File: config.mk
export PLATFORM = sky130hd
export DESIGN_NAME = fp32_accum
export DESIGN_NICKNAME = d
export VERILOG_FILES = /design/src/rtl/fp32_accum_pkg.sv /design/src/rtl/fp32_add.sv /design/src/rtl/fp32_accum.sv
export SDC_FILE = /design/constraint.sdc
export NUM_CORES = 1
export LEC_CHECK = 0
export ABC_AREA = 1
export CAP_MARGIN = 20
export CORE_MARGIN = 1
export CORE_UTILIZATION = 35
export CTS_BUF_LIST = sky130_fd_sc_hd__clkbuf_4
export DETAILED_ROUTE_END_ITERATION = 6
export PLACE_DENSITY = 0.51
export SLEW_MARGIN = 10
export SYNTH_ARGS = -nofsm -noshare
export SYNTH_HDL_FRONTEND = slang
export SYNTH_HIERARCHICAL = 1
export SYNTH_SLANG_ARGS = --single-unit
File: constraint.sdc
create_clock -name clk -period 19.75 [get_ports clk]
set_input_delay 5.925 -clock clk [delete_from_list [all_inputs] [get_ports clk]]
set_output_delay 5.925 -clock clk [all_outputs]
set_load 0.05 [all_outputs]
File: src/rtl/fp32_accum_pkg.sv
// fp32_accum_pkg: shared widths, exception codes, constants and FSM state type.
// Revision 1.0
`default_nettype none

package fp32_accum_pkg;

   localparam int FP_W = 34;

   localparam logic [1:0] EXN_ZERO   = 2'b00;
   localparam logic [1:0] EXN_NORMAL = 2'b01;
   localparam logic [1:0] EXN_INF    = 2'b10;
   localparam logic [1:0] EXN_NAN    = 2'b11;

   localparam logic [FP_W-1:0] FP_POS_ZERO = 34'h000000000;
   localparam logic [FP_W-1:0] FP_QNAN     = 34'h300000000;

   typedef enum logic [0:0] {
      ST_ACC  = 1'b0,
      ST_DONE = 1'b1
   } state_t;

endpackage

`default_nettype wire

File: src/rtl/fp32_add.sv
// fp32_add: combinational adder for the 34-bit exn-tagged FP format, round-to-nearest-even.
// Revision 1.0
`default_nettype none

module fp32_add
   import fp32_accum_pkg::*;
(
   input  logic [FP_W-1:0] i_x,
   input  logic [FP_W-1:0] i_y,
   output logic [FP_W-1:0] o_sum
);

   logic [1:0]  w_xe, w_ye;
   logic        w_xs, w_ys, w_x_ge;
   logic        w_bs, w_ss;
   logic [7:0]  w_bexp, w_sexp, w_beff, w_seff, w_d;
   logic [22:0] w_bfrac, w_sfrac;
   logic [23:0] w_bm, w_sm;
   logic [4:0]  w_dc;
   logic [53:0] w_al;
   logic [26:0] w_ba, w_sa;
   logic [27:0] w_sum28;
   logic [4:0]  w_lz;
   logic [26:0] w_n;
   logic [9:0]  w_e, w_ef;
   logic [23:0] w_m, w_mant;
   logic        w_up;
   logic [24:0] w_mr;
   logic [FP_W-1:0] w_fin;

   assign w_xe   = i_x[33:32];
   assign w_ye   = i_y[33:32];
   assign w_xs   = i_x[31];
   assign w_ys   = i_y[31];
   assign w_x_ge = (i_x[30:0] >= i_y[30:0]);

   assign w_bs    = w_x_ge ? w_xs : w_ys;
   assign w_ss    = w_x_ge ? w_ys : w_xs;
   assign w_bexp  = w_x_ge ? i_x[30:23] : i_y[30:23];
   assign w_sexp  = w_x_ge ? i_y[30:23] : i_x[30:23];
   assign w_bfrac = w_x_ge ? i_x[22:0] : i_y[22:0];
   assign w_sfrac = w_x_ge ? i_y[22:0] : i_x[22:0];

   // Exponent field 0 is subnormal: no hidden bit, effective exponent 1.
   assign w_beff = (w_bexp == 8'd0) ? 8'd1 : w_bexp;
   assign w_seff = (w_sexp == 8'd0) ? 8'd1 : w_sexp;
   assign w_bm   = {(w_bexp != 8'd0), w_bfrac};
   assign w_sm   = {(w_sexp != 8'd0), w_sfrac};
   assign w_d    = w_beff - w_seff;
   assign w_dc   = (w_d > 8'd30) ? 5'd30 : w_d[4:0];

   assign w_al    = {w_sm, 3'b000, 27'b0} >> w_dc;
   assign w_sa    = {w_al[53:28], w_al[27] | (|w_al[26:0])};
   assign w_ba    = {w_bm, 3'b000};
   assign w_sum28 = (w_bs == w_ss) ? ({1'b0, w_ba} + {1'b0, w_sa})
                                   : ({1'b0, w_ba} - {1'b0, w_sa});

   always_comb begin
      w_lz = 5'd27;
      for (int i = 0; i < 27; i++) begin
         if (w_sum28[i]) w_lz = 5'(26 - i);
      end
   end

   // Left shifts stop at the subnormal boundary.
   always_comb begin
      w_n = w_sum28[26:0];
      w_e = {2'b0, w_beff};
      if (w_sum28[27]) begin
         w_n = {w_sum28[27:2], w_sum28[1] | w_sum28[0]};
         w_e = {2'b0, w_beff} + 10'd1;
      end else if ({3'b0, w_lz} < w_beff) begin
         w_n = w_sum28[26:0] << w_lz;
         w_e = {2'b0, w_beff} - {5'b0, w_lz};
      end else begin
         w_n = w_sum28[26:0] << (w_beff - 8'd1);
         w_e = 10'd0;
      end
   end

   assign w_m  = w_n[26:3];
   assign w_up = w_n[2] & ((|w_n[1:0]) | w_m[0]);
   assign w_mr = {1'b0, w_m} + {24'b0, w_up};

   always_comb begin
      w_mant = w_mr[23:0];
      w_ef   = (w_e == 10'd0 && w_mr[23]) ? 10'd1 : w_e;
      if (w_mr[24]) begin
         w_mant = w_mr[24:1];
         w_ef   = w_e + 10'd1;
      end
      if (w_sum28 == 28'd0)
         w_fin = FP_POS_ZERO;
      else if (w_ef >= 10'd255)
         w_fin = {EXN_INF, w_bs, 31'b0};
      else
         w_fin = {EXN_NORMAL, w_bs, w_ef[7:0], w_mant[22:0]};
   end

   always_comb begin
      o_sum = w_fin;
      if (w_xe == EXN_NAN || w_ye == EXN_NAN)
         o_sum = FP_QNAN;
      else if (w_xe == EXN_INF && w_ye == EXN_INF)
         o_sum = (w_xs == w_ys) ? {EXN_INF, w_xs, 31'b0} : FP_QNAN;
      else if (w_xe == EXN_INF)
         o_sum = {EXN_INF, w_xs, 31'b0};
      else if (w_ye == EXN_INF)
         o_sum = {EXN_INF, w_ys, 31'b0};
      else if (w_xe == EXN_ZERO && w_ye == EXN_ZERO)
         o_sum = {EXN_ZERO, w_xs & w_ys, 31'b0};
      else if (w_xe == EXN_ZERO)
         o_sum = i_y;
      else if (w_ye == EXN_ZERO)
         o_sum = i_x;
   end

endmodule

`default_nettype wire

File: src/rtl/fp32_accum.sv
// fp32_accum: streaming FP accumulator; sums beats until in_last, then holds the result.
// Revision 1.0
`default_nettype none

module fp32_accum
   import fp32_accum_pkg::*;
#(
   parameter int CNT_W = 16
) (
   input  logic             clk,
   input  logic             rst,
   input  logic             in_valid,
   output logic             in_ready,
   input  logic [FP_W-1:0]  in_data,
   input  logic             in_last,
   output logic             out_valid,
   input  logic             out_ready,
   output logic [FP_W-1:0]  out_data,
   output logic [CNT_W-1:0] out_count,
   output logic             out_nan
);

   state_t           r_state, w_state_nxt;
   logic [FP_W-1:0]  r_acc, w_sum, r_out_data;
   logic [CNT_W-1:0] r_cnt, w_cnt_inc, r_out_count;
   logic             r_nan_sticky, w_nan_upd, r_out_nan;
   logic             w_accept, w_out_hs;

   fp32_add u_add (
      .i_x   (r_acc),
      .i_y   (in_data),
      .o_sum (w_sum)
   );

   assign in_ready  = (r_state == ST_ACC);
   assign out_valid = (r_state == ST_DONE);
   assign w_accept  = in_valid & in_ready;
   assign w_out_hs  = out_valid & out_ready;
   assign w_cnt_inc = (&r_cnt) ? r_cnt : r_cnt + CNT_W'(1);
   assign w_nan_upd = r_nan_sticky | (in_data[FP_W-1:FP_W-2] == EXN_NAN);

   always_ff @(posedge clk or posedge rst) begin
      if (rst) r_state <= ST_ACC;
      else     r_state <= w_state_nxt;
   end

   always_comb begin
      w_state_nxt = r_state;
      case (r_state)
         ST_ACC:  if (w_accept && in_last) w_state_nxt = ST_DONE;
         ST_DONE: if (w_out_hs)            w_state_nxt = ST_ACC;
         default: w_state_nxt = ST_ACC;
      endcase
   end

   always_ff @(posedge clk or posedge rst) begin
      if (rst) begin
         r_acc        <= FP_POS_ZERO;
         r_cnt        <= '0;
         r_nan_sticky <= 1'b0;
         r_out_data   <= FP_POS_ZERO;
         r_out_count  <= '0;
         r_out_nan    <= 1'b0;
      end else if (w_accept) begin
         r_acc        <= w_sum;
         r_cnt        <= w_cnt_inc;
         r_nan_sticky <= w_nan_upd;
         if (in_last) begin
            r_out_data  <= w_sum;
            r_out_count <= w_cnt_inc;
            r_out_nan   <= w_nan_upd;
         end
      end else if (w_out_hs) begin
         r_acc        <= FP_POS_ZERO;
         r_cnt        <= '0;
         r_nan_sticky <= 1'b0;
      end
   end

   assign out_data  = r_out_data;
   assign out_count = r_out_count;
   assign out_nan   = r_out_nan;

endmodule

`default_nettype wire

After elaboration in Yosys (flattened, before gate mapping)
Cells that the tools add are included.
Widths: inputs -> output; s select.
{ "op_classes": {"n_addsub": 9, "order_cmp": 4, "n_eq_ne": 6, "shift": 3, "muxes": 64, "bitwise_logic": 9, "n_reduce_logical": 18} }
{ "op_table": {"columns": ["op", "count"], "rows": [
  ["$mux 34", 11],
  ["$mux 5", 17],
  ["$mux 23", 3],
  ["$mux 27", 2],
  ["$shr 54x5->54", 1],
  ["$mux 16", 3],
  ["$mux 10", 4],
  ["$mux 33", 1],
  ["$mux 4", 8],
  ["$mux 8", 4],
  ["$ge 31x31->1", 1],
  ["$add 27x27->28", 1],
  ["$logic_not 28->1", 1],
  ["$mux 28", 1],
  ["$sub 27x27->28", 1],
  ["$reduce_or 27->1", 1],
  ["$shl 27x5->27", 1],
  ["$shl 27x8->27", 1],
  ["$add 24x1->25", 1],
  ["$add 16x1->16 const B", 1],
  ["$logic_not 8->1", 2],
  ["$reduce_and 16->1", 1],
  ["$reduce_bool 8->1", 2],
  ["$add 10x1->10 const B", 1],
  ["other kinds (22)", 43]
]} }
{ "totals": {"ff_bits": 103, "out_inout_bits": 53, "elab_cells": 120} }

Depth between registers and ports, before layout
Gate-level depths: netlist (run 1).
{ "logic_depth": {"depth_word": 60, "mapped_depth": 115} }

By module
Netlist (run 1), hierarchy kept.
{ "modules_own_cells": {"columns": ["mod", "n_inst", "cells_per_inst", "area_each_um2", "seq_area_each_um2"], "rows": [
  ["fp32_add", 1, 2210, 11237.0, 0.0],
  ["fp32_accum", 1, 502, 4375.4, 2577.5]
]} }

Worst setup path before layout (run 1)
No wires, ideal clock.
{ "synth_path": {"kind": "input to register", "start": "input port in_data[30]", "end": "register r_acc[3]", "setup_time_ps": 130, "t_arrival_ps": 17603, "t_required_ps": 19620, "path_slack_ps": 2017, "cell_stages": 98, "path_buffers": 7, "path_cell_list": "inv_1 -> ha_1 -> nand2_1 -> nor2_2 -> nand4_1 -> a21oi_1 -> nor2_2 -> nand2_2 -> buf_2 -> inv_1 -> clkbuf_1 -> or2_2 -> o21ai_0 -> clkinv_1 -> nor2_1 -> nand2_1 -> nor3_1 -> nand4_1 -> [62 not listed] -> nand2_1 -> inv_1 -> ha_1 -> a21boi_1 -> nand2_1 -> nor2_2 -> nand3b_1 -> nor3_2 -> nand3_1 -> nor2_1 -> nand2_1 -> o21bai_1 -> inv_1 -> clkbuf_1 -> nand4_1 -> a21oi_1 -> inv_1 -> o21ai_0"} }
{ "synth_between": {"elab_chain_len": 60} }
{ "synth_rtl": {"columns": ["item", "line", "source"], "rows": [
  ["start, declared", "fp32_accum.sv:14", "input logic [FP_W-1:0] in_data,"],
  ["$ge 31x31->1", "fp32_add.sv:35", "assign w_x_ge = (i_x[30:0] >= i_y[30:0]);"],
  ["$mux 8 (on tied branches)", "fp32_add.sv:39, fp32_add.sv:40", null],
  ["$logic_not 8->1 (on tied branches)", "fp32_add.sv:45, fp32_add.sv:46", null],
  ["$mux 8 (on tied branches)", "fp32_add.sv:45, fp32_add.sv:46", null],
  ["$sub 8x8->8", "fp32_add.sv:49", "assign w_d = w_beff - w_seff;"],
  ["$gt 8x5->1", "fp32_add.sv:50", "assign w_dc = (w_d > 8'd30) ? 5'd30 : w_d[4:0];"],
  ["$mux 5", "fp32_add.sv:50", null],
  ["$shr 54x5->54", "fp32_add.sv:52", "assign w_al = {w_sm, 3'b000, 27'b0} >> w_dc;"],
  ["[45 not listed]", null, null],
  ["$mux 34 *", "fp32_add.sv:112", "else if (w_xe == EXN_ZERO)"],
  ["$mux 34 *", "fp32_add.sv:110", "else if (w_xe == EXN_ZERO && w_ye == EXN_ZERO)"],
  ["$mux 34 *", "fp32_add.sv:108", "else if (w_ye == EXN_INF)"],
  ["$mux 34 *", "fp32_add.sv:106", "else if (w_xe == EXN_INF)"],
  ["$mux 34 *", "fp32_add.sv:104", "else if (w_xe == EXN_INF && w_ye == EXN_INF)"],
  ["$mux 34 *", "fp32_add.sv:102", "if (w_xe == EXN_NAN || w_ye == EXN_NAN)"],
  ["via w_sum[3]", "fp32_accum.sv:24", "logic [FP_W-1:0] r_acc, w_sum, r_out_data;"],
  ["$mux 34 *", "fp32_accum.sv:64", "end else if (w_accept) begin"],
  ["end signal, assigned", "fp32_accum.sv:65", "r_acc <= w_sum;"],
  ["end, declared", "fp32_accum.sv:24", null]
]} }
The timed path passes the listed nets; every way through them passes the cells marked *.
A chain may end at the register's enable or synchronous reset.

Worst setup path after layout (run 1)
{ "layout_path": {"start": "input port in_data[17]", "end": "register r_out_data[9], in the netlist out_data[9]"} }
{ "layout_between": {"elab_chain_len": 59} }
{ "layout_rtl": {"columns": ["item", "line", "source"], "rows": [
  ["$ge 31x31->1", "fp32_add.sv:35", null],
  ["$mux 8 (on tied branches)", "fp32_add.sv:39, fp32_add.sv:40", null],
  ["$logic_not 8->1 (on tied branches)", "fp32_add.sv:45, fp32_add.sv:46", null],
  ["$mux 8 (on tied branches)", "fp32_add.sv:45, fp32_add.sv:46", null],
  ["$sub 8x8->8", "fp32_add.sv:49", null],
  ["$gt 8x5->1", "fp32_add.sv:50", null],
  ["$mux 5", "fp32_add.sv:50", null],
  ["$shr 54x5->54", "fp32_add.sv:52", null],
  ["[44 not listed]", null, null],
  ["$mux 34 *", "fp32_add.sv:114", "else if (w_ye == EXN_ZERO)"],
  ["$mux 34 *", "fp32_add.sv:112", null],
  ["$mux 34 *", "fp32_add.sv:110", null],
  ["$mux 34 *", "fp32_add.sv:108", null],
  ["$mux 34 *", "fp32_add.sv:106", null],
  ["$mux 34 *", "fp32_add.sv:104", null],
  ["$mux 34 *", "fp32_add.sv:102", null],
  ["via w_sum[9]", "fp32_accum.sv:24", null],
  ["end signal, assigned", "fp32_accum.sv:69", "r_out_data <= w_sum;"],
  ["end, declared", "fp32_accum.sv:24", null]
]} }
Marked as above.

==> results.md, run 1 <==
* Maximum clock rate at 53.1 MHz
* Top cell type's share of synthesized area at 0.191
* Combinational family with the most area after synthesis: simple AND/OR/NAND/NOR gates
* Synth-to-layout area growth at 22.9%
* Worst min path class: register to register
* Fin. max-slew vios at 0
* Cell repeated most along the worst path: inv_1
* Initial antenna violation count at 2
* CTS tree: yes
* FILL cells at 4893
* Overall routing resource usage at 0.279
* Cts hold-fix bufs at 0
* P per Cell Area at 158 nW/um2
* NumNets Final at 3070
* Synth Area in Simple Gates at 0.441
* R2r worst-path depth at 96
* Final Critical Period at 18.83 ns
* Drt drc at 0
* Multi-input gate area at 11400 um2
* Worst EP required at 20.16 ns
* Status: complete, no violations
* Placer congestion estimate at 0.967
* Syn nets at 2851
* Clock sink count at 103
* Final setup vio count at 0
* Num CTS Buffers at 9
* First-pass DRT Iterations at 7
* Buffers on Ports at 91
* Top post-synthesis cells by area: nand2_1 (19%), dfrtp_1 (17%), nand3_1 (12%), inv_1 (8.1%), ha_1 (7.8%)
* Final cycle utilization of the critical path at 0.953
* Worst Skew at 0.0436 ns
* Clk pin slew, worst setup/hold paths at 0.17 ns
* Clock latency on the worst-skew pair at 0.50 ns
* Cell-internal power at 1.22 mW
* MaxCap Viol Count at 0
* DP Cell Count at 3485
* Hold path depth at 2
* Leak pwr at 9.90 nW
* CTS Buffer Depth at 2
* Slew @ Worst Pin at 0.927 ns
* Asr flop ratio synth at 1.00
* DRT antenna net count at 0
* Crit start category: primary input
* Die Y at 213 um
* Post-synthesis compound-gate area fraction at 0.156
* Maximum VDD drop at 0.0824 mV
* Largest net degree at the start of global routing at 92
* Top-level I/O count at 92
* Vias in the first global route at 17768
* NetSw at 1.80 mW
* Post-synth EDFFs at 0
* Via density at 5.32
* Top-count cell post-synth: nand2_1
* Post-DP HPWL at 52100 um
* Max FO, Critical Path at 8
* Area share of fa/ha/maj cells after synthesis at 0.0816
* First-pass GRT wire length at 99600 um
* Yosys warns at 6
* Vias at 18758
* Storage cell area at 2580 um2
* Core ar. at 44100 um2
* Cells after synthesis at 2712
* CP max-delay cell: clkdlybuf4s50_1
* Post-Synth XOR/XNOR Area at 0.0258
* Ys flop type: dfrtp_1
* Seq cells post-synth at 103
* Post-Synthesis Cell Area at 15600 um2
* Setup TNS at 0 ns
* Syn Area/Cell at 5.76 um2
* 1st-iter DRT viols at 1358
* Switching Fraction at 0.595
* Die Wd at 213 um
* Clock power frac at 0.040
* CP Capture Type: register
* Sequential-to-total area share from yosys stat at 0.165
* Final Hold Viols at 0
* Cell Count, Final, Fillers Out at 3528
* Commonest cells in the netlist: nand2_1 (793), nand3_1 (359), inv_1 (335)
* Total global routing overflow at 0
* Seq pwr share at 0.100
* Yosys top cell by area: nand2_1
* Post-synth cell types at 59
* Initial core utilization at 0.354
* Combinational power share at 0.860
* Layout cells sized above 1 at 0.148
* DRT Wirelength at 65400 um
* Die area at 45500 um2
* Largest stage delay on the critical path at 0.57 ns
* Kind of critical path: primary input to register
* Crit path DAT at 19.24 ns
* CTS root buf: clkbuf_4
* H-tree levels at 3
* Mean routed wirelength per cell at 18.5 um
* Row cnt at 77
* Multiplexer share of the synthesized area at 0
* Rel. slew slack at 0.375
worst max-delay path: cells and delay by family:
kind	cells	cell delay, ns
AND/OR/NAND/NOR	46	5.28
AO/OA/AOI/OAI	22	3.15
buffers and inverters	24	2.88
adder cells (fa/ha/maj)	6	1.64
XOR/XNOR	1	0.29
what timing repair did:
item                       4_1_cts  5_1_grt
pin swaps                        0       40
cloned                           0        6
setup buffers                    0       20
setup endpoints to repair        1       66
gates resized for setup          1      110
routing by layer:
layer	routed length, um	track usage
met5	12	0
met4	1340	0.0608
met1	29900	0.383
met3	3330	0.0257
met2	30700	0.471
stage by stage:
step	hold WS, ns	total power [mW]	setup WS [ns]	instance area (um2)	utilization
detailed placement	0.469	2.69	-0.511	18300	0.415
floorplan	0.475	1.79	2.02	15600	-
CTS	0.507	2.83	0.00433	18500	0.418
finish	0.510	3.03	0.920	19200	0.435
global placement	0.464	2.71	-0.167	18300	0.415
global route	0.535	3.27	-0.0797	19200	0.435
layout make-up:
cell class	instances	area share
clock inverters	6	0.00417
diodes	1	0.000130
repair buffers	325	0.153
flip-flops and latches	103	0.134
clock buffers	9	0.00352
well taps	592	0.0386
inverters	362	0.0720
multi-input cells	2130	0.594
cells in the final DEF (no fill, tap or decap), types with 3 or more instances in the layout:
| cell | n |
|---|---|
| clkdlybuf4s50_1 | 88 |
| o22ai_1 | 6 |
| nor2_4 | 16 |
| nor2_2 | 21 |
| o31ai_2 | 3 |
| nand3_2 | 21 |
| or2_2 | 11 |
| xnor2_1 | 12 |
| nor3_2 | 3 |
| nor3_1 | 13 |
| and2_1 | 8 |
| a21oi_2 | 4 |
| nand3_1 | 352 |
| o21ai_1 | 27 |
| a31oi_1 | 6 |
| dfrtp_1 | 103 |
| nand2_4 | 8 |
| nand2_2 | 34 |
| inv_2 | 23 |
| o21ai_2 | 13 |
| a211oi_1 | 3 |
| o21a_1 | 6 |
| clkinv_1 | 4 |
| nor2_1 | 157 |
| o21bai_1 | 15 |
| a21oi_1 | 144 |
| buf_12 | 15 |
| nand3_4 | 6 |
| buf_4 | 212 |
| ha_1 | 95 |
| a21o_1 | 3 |
| nand4_1 | 89 |
| nand2_1 | 778 |
| nand3b_1 | 8 |
| o211ai_1 | 5 |
| dlymetal6s2s_1 | 3 |
| inv_1 | 331 |
| o21ai_0 | 196 |
| clkbuf_4 | 10 |
| xor2_1 | 34 |
sequential cells by signal (all words and copies together) (netlist names):
signal / cells
out_nan: 1
r_cnt: 16
out_count: 16
r_nan_sticky: 1
out_valid: 1
out_data: 34
r_acc: 34
power groups by stage:
stage	combinational, mW	clock, mW	sequential [mW]
6_report	2.60	0.120	0.303
3_5_place_dp	2.39	0	0.305
2_1_floorplan	1.41	0	0.376
5_1_grt	2.83	0.127	0.309
4_1_cts	2.40	0.123	0.302
3_3_place_gp	2.40	0	0.306
worst paths after layout:
path / end / slack, ns / start
max in group asynchronous: out_data[23]$_DFFE_PP0P_ / 12.66 / rst
min in group asynchronous: out_data[13]$_DFFE_PP0P_ / 5.85 / rst
setup / recovery: out_data[9]$_DFFE_PP0P_ / 0.92 / in_data[17]
hold reg to reg: out_count[8]$_DFFE_PP0P_ / 0.51 / out_count[8]$_DFFE_PP0P_
hold / removal: out_count[8]$_DFFE_PP0P_ / 0.51 / out_count[8]$_DFFE_PP0P_
setup reg to reg: out_data[9]$_DFFE_PP0P_ / 6.40 / r_acc[30]$_DFFE_PP0P_
kinds of logic (layout without fill, tap and decap cells):
group	count (synthesis)	count (layout)
xor+xnor	46	46
fa+ha+maj	100	100
flops	103	103
other cells	0	1
buf+inv	483	702
compound gates	449	449
simple gates	1531	1535
(Power assumes the default switching activity.)
==> inputs of run 2 (changes only) <==
Settings changed: CTS_CLUSTER_DIAMETER from default to 120.
==> results of run 2 <==
The final DEF is identical to that of run 1; final timing and power are the same.
==> inputs of run 3 (changes only) <==
Settings changed: GPL_ROUTABILITY_DRIVEN from default to 0, TNS_END_PERCENT from default to 20.
==> results.md, run 3 (same netlist as run 1, synthesis figures left out) <==
* Hold path depth at 2
* Leak pwr at 9.34 nW
* Row cnt at 77
* Die Y at 213 um
* Worst Path Buf+Inv at 22
* CP Capture Type: register
* Most common cell after layout, fill and taps aside: nand2_1
* Worst EP required at 20.12 ns
* CP top delay family: simple AND/OR/NAND/NOR gates
* Die Wd at 213 um
* Num CTS Buffers at 9
* Crit path DAT at 19.18 ns
* Detail Route met3 WL at 3640 um
* Crit path to: out_data[9]$_DFFE_PP0P_
* Clock latency on the worst-skew pair at 0.49 ns
* Fin. max-slew vios at 0
* Rel. slew slack at 0.297
* Commonest non-fill, non-tap cells in the layout: nand2_1 (780), nand3_1 (352), inv_1 (331)
* First-pass DRT Iterations at 6
* Synth-to-layout area growth at 17.1%
* Crit start category: primary input
* HP Start: out_count[13]$_DFFE_PP0P_
* Cell repeated most along the worst path: nand2_1
* Vias in the first global route at 17080
* Cell-internal power at 1.06 mW
* Setup TNS at 0 ns
* Metal2 WL at 28000 um
* DRT antenna net count at 0
* CP max-delay cell: clkdlybuf4s50_1
* Worst r2r src: r_acc[30]$_DFFE_PP0P_
* Top-level I/O count at 92
* Switching Fraction at 0.621
* Vias at 18594
* CTS Buffer Depth at 2
* Largest net degree at the start of global routing at 92
* CTS tree: yes
* Post-DP HPWL at 49800 um
* 1st-iter DRT viols at 1811
* Maximum VDD drop at 0.0581 mV
* Clock sink count at 103
* Stages on worst setup path at 97
* CP Launch Point: in_data[6]
* Slew @ Worst Pin at 1.05 ns
* Status: complete, no violations
* DRT Wirelength at 62000 um
* Worst min path class: register to register
* Core ar. at 44100 um2
* Clk pin slew, worst setup/hold paths at 0.19 ns
* Initial core utilization at 0.354
* Maximum clock rate at 53.1 MHz
* Die area at 45500 um2
* NetSw at 1.73 mW
* Final setup vio count at 0
* Cell Count, Final, Fillers Out at 3424
* Worst Skew at 0.0311 ns
* Max FO, Critical Path at 33
* CTS root buf: clkbuf_4
* Via density at 5.43
* NumNets Final at 2965
* Final Critical Period at 18.82 ns
* Routed met1 length at 28300 um
* Largest stage delay on the critical path at 0.51 ns
* H-tree levels at 3
* Initial antenna violation count at 1
* First-pass GRT wire length at 95100 um
* Drt drc at 0
* R2r worst-path depth at 93
* Combinational power share at 0.846
* DR top layer: met4
* Total global routing overflow at 0
* Buffers on Ports at 91
* Clock power frac at 0.044
* P per Cell Area at 153 nW/um2
* DP Worst Slack at -0.445 ns
* MaxCap Viol Count at 0
* Seq pwr share at 0.110
* Kind of critical path: primary input to register
* Final Hold Viols at 0
* Final cycle utilization of the critical path at 0.953
* Worst Setup Slack, final at 0.933 ns
* Mean routed wirelength per cell at 18.1 um
* Overall routing resource usage at 0.266
* Cts hold-fix bufs at 0
* Layout cells sized above 1 at 0.115
* Worst r2r dst: out_data[9]$_DFFE_PP0P_
* DP Cell Count at 3383
* Reg-to-reg slack, setup at 6.40 ns
==> run 3: cell count changes in the layout (fill, tap and decap cells not counted), sizes merged <==
cell	before	now
clkbuf	12	9
nand2	820	821
inv	358	360
clkinv	9	8
buf	231	128
==> run 3: worst register-to-register path, delay by kind of cell, from the launching register on <==
kind                     cells  cell delay (ns)
flip-flops                   1             0.52
XOR/XNOR                     1             0.21
AND/OR/NAND/NOR             46             5.75
AO/OA/AOI/OAI               20             2.70
adder cells (fa/ha/maj)      6             1.93
buffers and inverters       20             2.14
==> run 3: metrics by stage <==
step           hold WS, ns  instance area [um2]  power [mW]   util
2_1_floorplan        0.475                15600        1.79      -
3_3_place_gp         0.465                17500        2.49  0.397
3_5_place_dp         0.470                17500        2.49  0.397
4_1_cts              0.513                17700        2.62  0.400
5_1_grt              0.538                18300        3.02  0.414
6_report             0.509                18300        2.79  0.414
==> run 3: routing by layer <==
layer | GRT usage | up-vias
met3 | 0.0212 | 109
met4 | 0.0897 | 0
met5 | 0 | -
met1 | 0.372 | 8700
li1 | - | 9117
met2 | 0.430 | 668
==> run 3: final cells by class <==
| cell class | instances | area [um2] |
|---|---|---|
| well taps | 592 | 741 |
| inverters | 362 | 1370 |
| fillers | 4940 | 25800 |
| multi-input cells | 2131 | 11400 |
| diodes | 1 | 2.50 |
| flip-flops and latches | 103 | 2580 |
| clock buffers | 9 | 67.6 |
| clock inverters | 7 | 90.1 |
| repair buffers | 219 | 2050 |
==> run 3: worst min-delay path by stage <==
stage	endpoint	slack, ns
final	out_count[13]$_DFFE_PP0P_	0.51
after global routing	out_count[13]$_DFFE_PP0P_	0.54
after CTS	out_count[13]$_DFFE_PP0P_	0.51
after detailed placement	out_count[8]$_DFFE_PP0P_	0.47
after global placement	out_count[14]$_DFFE_PP0P_	0.47
after floorplan	r_acc[0]$_DFFE_PP0P_	0.47
==> run 3: power groups by stage <==
| stage | clock network (mW) | logic [mW] | registers [mW] |
|---|---|---|---|
| floorplan | 0 | 1.41 | 0.376 |
| finish | 0.122 | 2.36 | 0.307 |
| global placement | 0 | 2.18 | 0.309 |
| detailed placement | 0 | 2.18 | 0.308 |
| CTS | 0.126 | 2.19 | 0.306 |
| global route | 0.135 | 2.58 | 0.313 |
==> run 3: what timing repair did <==
item | CTS | global route
endpoints found under the hold margin | 0 | 0
setup buffers | 0 | 19
resized for setup | 0 | 107
setup endpoints to repair | 0 | 66
